`config.mk`:
```
export PLATFORM = sky130hd
export DESIGN_NAME = rectangle128_sched
export DESIGN_NICKNAME = d
export VERILOG_FILES = /design/src/rtl/rectangle128_sched.sv
export SDC_FILE = /design/constraint.sdc
export NUM_CORES = 1
export LEC_CHECK = 0
export ABC_AREA = 1
export CAP_MARGIN = 20
export CELL_PAD_IN_SITES_DETAIL_PLACEMENT = 0
export CELL_PAD_IN_SITES_GLOBAL_PLACEMENT = 1
export CORE_MARGIN = 1
export CORE_UTILIZATION = 29
export CTS_CLUSTER_SIZE = 16
export DETAILED_ROUTE_END_ITERATION = 10
export PLACE_DENSITY_LB_ADDON = 0.1
export SKIP_LAST_GASP = 1
export SLEW_MARGIN = 20
export SYNTH_ARGS = -nofsm -noshare
export SYNTH_HDL_FRONTEND = slang
export SYNTH_SLANG_ARGS = --single-unit
export TNS_END_PERCENT = 50
```
`constraint.sdc`:
```
create_clock -name Clk -period 12.24 [get_ports Clk]
set_input_delay 1.836 -clock Clk [delete_from_list [all_inputs] [get_ports Clk]]
set_output_delay 1.836 -clock Clk [all_outputs]
set_load 0.01 [all_outputs]
```
`src/rtl/rectangle128_sched.sv`:
```
// rectangle128_sched: round-robin scheduler feeding two requesters' 64-bit jobs to one cipher core.
// Define RECT_SCHED_TIMEOUT_EN to abort a stuck RUN after TIMEOUT_CYCLES with resp_error=1.
module rectangle128_sched #(
    parameter int TIMEOUT_CYCLES = 64
) (
    input  logic         Clk,
    input  logic         Rst,
    input  logic [1:0]   req_valid,
    input  logic [1:0]   req_encrypt,
    input  logic [127:0] req_data,
    output logic [1:0]   req_ready,
    output logic [1:0]   resp_valid,
    input  logic [1:0]   resp_ready,
    output logic [63:0]  resp_data,
    output logic         resp_error,
    output logic         core_enable,
    output logic         core_encrypt,
    output logic [63:0]  core_text,
    input  logic [63:0]  core_result,
    input  logic         core_done,
    input  logic         skey_ready
);
    typedef enum logic [1:0] {IDLE, RUN, RESP} state_t;
    state_t state, state_nxt;
    logic last, owner, gnt, start, timeout, enc_q;
    logic [63:0] text_q, data_q;

    // On a tie the requester not granted last time wins
    assign gnt   = &req_valid ? ~last : req_valid[1];
    assign start = state == IDLE && skey_ready && |req_valid;
    assign req_ready    = (start && !Rst) ? (gnt ? 2'b10 : 2'b01) : 2'b00;
    assign resp_valid   = state == RESP ? (owner ? 2'b10 : 2'b01) : 2'b00;
    assign core_enable  = state == RUN;
    assign core_text    = text_q;
    assign core_encrypt = enc_q;
    assign resp_data    = data_q;

    always_ff @(posedge Clk or posedge Rst)
        if (Rst) state <= IDLE;
        else state <= state_nxt;

    always_comb begin
        state_nxt = state;
        case (state)
            IDLE:    state_nxt = start ? RUN : IDLE;
            RUN:     state_nxt = (core_done || timeout) ? RESP : RUN;
            RESP:    state_nxt = resp_ready[owner] ? IDLE : RESP;
            default: state_nxt = IDLE;
        endcase
    end

    always_ff @(posedge Clk or posedge Rst)
        if (Rst) begin
            last   <= 1'b1;
            owner  <= 1'b0;
            enc_q  <= 1'b0;
            text_q <= '0;
            data_q <= '0;
        end else begin
            if (start) begin
                last   <= gnt;
                owner  <= gnt;
                enc_q  <= req_encrypt[gnt];
                text_q <= gnt ? req_data[127:64] : req_data[63:0];
            end
            // core_done wins over a coincident timeout
            if (state == RUN && (core_done || timeout))
                data_q <= core_done ? core_result : '0;
        end

`ifdef RECT_SCHED_TIMEOUT_EN
    localparam int CW = $clog2(TIMEOUT_CYCLES) + 1;
    localparam logic [CW-1:0] LIM = CW'(TIMEOUT_CYCLES - 1);
    logic [CW-1:0] cnt;
    logic err_q;

    always_ff @(posedge Clk or posedge Rst)
        if (Rst) cnt <= '0;
        else if (start) cnt <= '0;
        else if (state == RUN) cnt <= cnt + CW'(1);

    assign timeout = state == RUN && cnt == LIM;

    always_ff @(posedge Clk or posedge Rst)
        if (Rst) err_q <= 1'b0;
        else if (state == RUN && core_done) err_q <= 1'b0;
        else if (timeout) err_q <= 1'b1;

    assign resp_error = err_q;
`else
    assign timeout    = 1'b0;
    assign resp_error = 1'b0;
`endif
endmodule

```
==> impl_metrics.ini <==
[status]
status = finished clean

[route]
drt-total-wl_um = 21300
vias_per_cell = 4.42
ant_nets = 0
first_pass_iters = 4
vias = 6171
routedWlPerCell_um = 15.2
drt_iter0_markers = 202
drc_errors = 0

[sta]
slew-limit-headroom_pct = 47.4
timing_hold_violations_final = 0
period_minus_slack_ns = 5.78
setup_slack_ns = 6.46
skew_ns = 0.00914
max_freq_mhz = 173
rsz0062_at_grt = false
maxSlewViolCount = 0
tns_ns = 0
setup-violations-final = 0
min_period_over_period_pct = 47.2
tightest_slew_ns = 0.788
holdWs_ns = 0.466

[global_route]
grt_overflow = 0
first_global_vias = 6151
grt_max_degree = 80
antenna_found_initial = 2
grt_util_all_layers_pct = 20.0
grt_pass1_wl_um = 33700

[cts]
clock_tree.buffer_depth = 2
clkTransAtPathRegs_ns = 0.06
cts_resized = 0
cts_buffers = 17
cts_root_buffer = clkbuf_16
clock_sink_count = 133
postCtsSetupRepairBufs = 0
cts_tree = yes
clkLatencyLatePin_ns = 0.41
cts-hold-fix-buffers = 0
htree_levels = 4

[cells_and_area]
final_common_cell = nand2_1
drive_above_1_share_pct = 4.63
final_nets = 1313
finalNonFillerCells = 1395
syn_to_final_growth_pct = 67.3
final_cell_mix = 461 x nand2_1, 333 x clkdlybuf4s50_1, 132 x dfrtp_1, 130 x nand3_1, 17 x clkbuf_16

[synthesis]
syn_area_um2 = 6090
synth_top_area_share_pct = 54.2
syn_area_per_cell_um2 = 7.57
netlist.top_cell.by_area = dfrtp_1
syn-num-nets = 1007
yosys_warnings = 0
yosysSeqAreaShare_pct = 54.7
ys_types = 14
ys_seq_elements = 133
yosys-top-cells-area = dfrtp_1 54%, nand2_1 29%, nand3_1 11%, buf_2 2.5%, clkbuf_1 1.0%
synthCells = 805

[setup_path]
worst_setup_path_end_kind = primary output
critPathMaxFanout = 72
required_ns = 10.40
worst-r2r-setup-slack_ns = 10.01
startpoint_type = input pin
crit_type = in2out
worstPathArrival_ns = 3.94

[place]
gp_congestion = 0.815
port_buffers = 335
dp.cells = 1362
dpl.hpwl_um = 14100
pre_cts_ws_ns = 6.45

[floorplan]
initial_core_util_pct = 29.8
rows = 52
fp.dieW_um = 147
ioPinCount = 337
die_area_um2 = 21600
die_h_um = 147
core_area_um2 = 20400

[job]
max_cap_viol_count = 0

[min_path]
hold_path_class = reg2reg

[power]
p_leak_nw = 5.03
finalPower_mw = 2.29
pwr_density_cell_nw_per_um2 = 225
ir_drop_v = 0.0000860
-- worst max-delay path: stages --
cell and delay [ns]:
buf_2 0.07, buf_4 0.59, inv_2 0.04, nand2_1 0.13, nand3_2 0.06, buf_4 0.38
nor3_1 0.24, clkdlybuf4s50_1 0.57
-- where the power goes --
group	total, mW	internal [mW]	switching [mW]
Sequential	0.750	0.644	0.106
Clock	0.523	0.322	0.201
Combinational	1.02	0.515	0.507
Total	2.29	1.48	0.814
-- kinds of logic (layout without fill, tap and decap cells) --
family,count (synthesis),after routing,synth area share [%]
buffers and inverters,66,384,5.20
AO/OA/AOI/OAI,3,3,0.246
AND/OR/NAND/NOR,602,602,39.8
flip-flops,133,133,54.7
other,1,3,0.0616
-- synth_stat cells, drive strengths merged --
cell type    n
nand2      464
dfrtp      132
nand3      131
buf         40
clkbuf      17
inv          9
nor2         5
o21ai        3
nor3         2
conb         1
dfstp        1
-- sequential cells by signal, indices dropped and copies added, names as in the netlist --
| signal | flops |
|---|---|
| last | 1 |
| resp_data | 64 |
| state | 2 |
| core_text | 64 |
| owner | 1 |
| core_encrypt | 1 |
-- per-stage QoR --
stage          cell area [um^2]  util (%)
2_1_floorplan              6090         -
3_3_place_gp               9580      46.9
3_5_place_dp               9580      46.9
4_1_cts                   10200      49.9
5_1_grt                   10200      49.9
6_report                  10200      49.9
-- worst paths after layout --
kind                                      startpoint                        end  cells after the start
max                                     req_valid[1]               req_ready[0]                      8
min                        resp_data[14]$_DFFE_PP0P_  resp_data[14]$_DFFE_PP0P_                      2
max reg2reg                         last$_DFFE_PP1N_  core_text[29]$_DFFE_PP0N_                      8
min reg2reg                resp_data[14]$_DFFE_PP0P_  resp_data[14]$_DFFE_PP0P_                      2
max in group asynchronous                        Rst  resp_data[32]$_DFFE_PP0P_                      3
min in group asynchronous                        Rst  core_text[16]$_DFFE_PP0N_                      2
-- layout make-up --
cell class	instances	area [um^2]
well taps	270	338
flip-flops and latches	133	3330
inverters	9	38.8
diodes	2	5.00
clock inverters	14	178
fillers	2022	10200
repair buffers	344	3410
multi-input cells	606	2460
clock buffers	17	425
-- per-layer routing --
layer  global-route usage (%)  share of wire (%)  vias to the layer above
met2                     32.2                 46                      217
li1                         -                  -                     3118
met3                     6.12                7.8                       31
met4                     7.42                2.5                        0
met1                     25.2                 43                     2805
met5                        0                  0                        -
(Power assumes the default switching activity.)
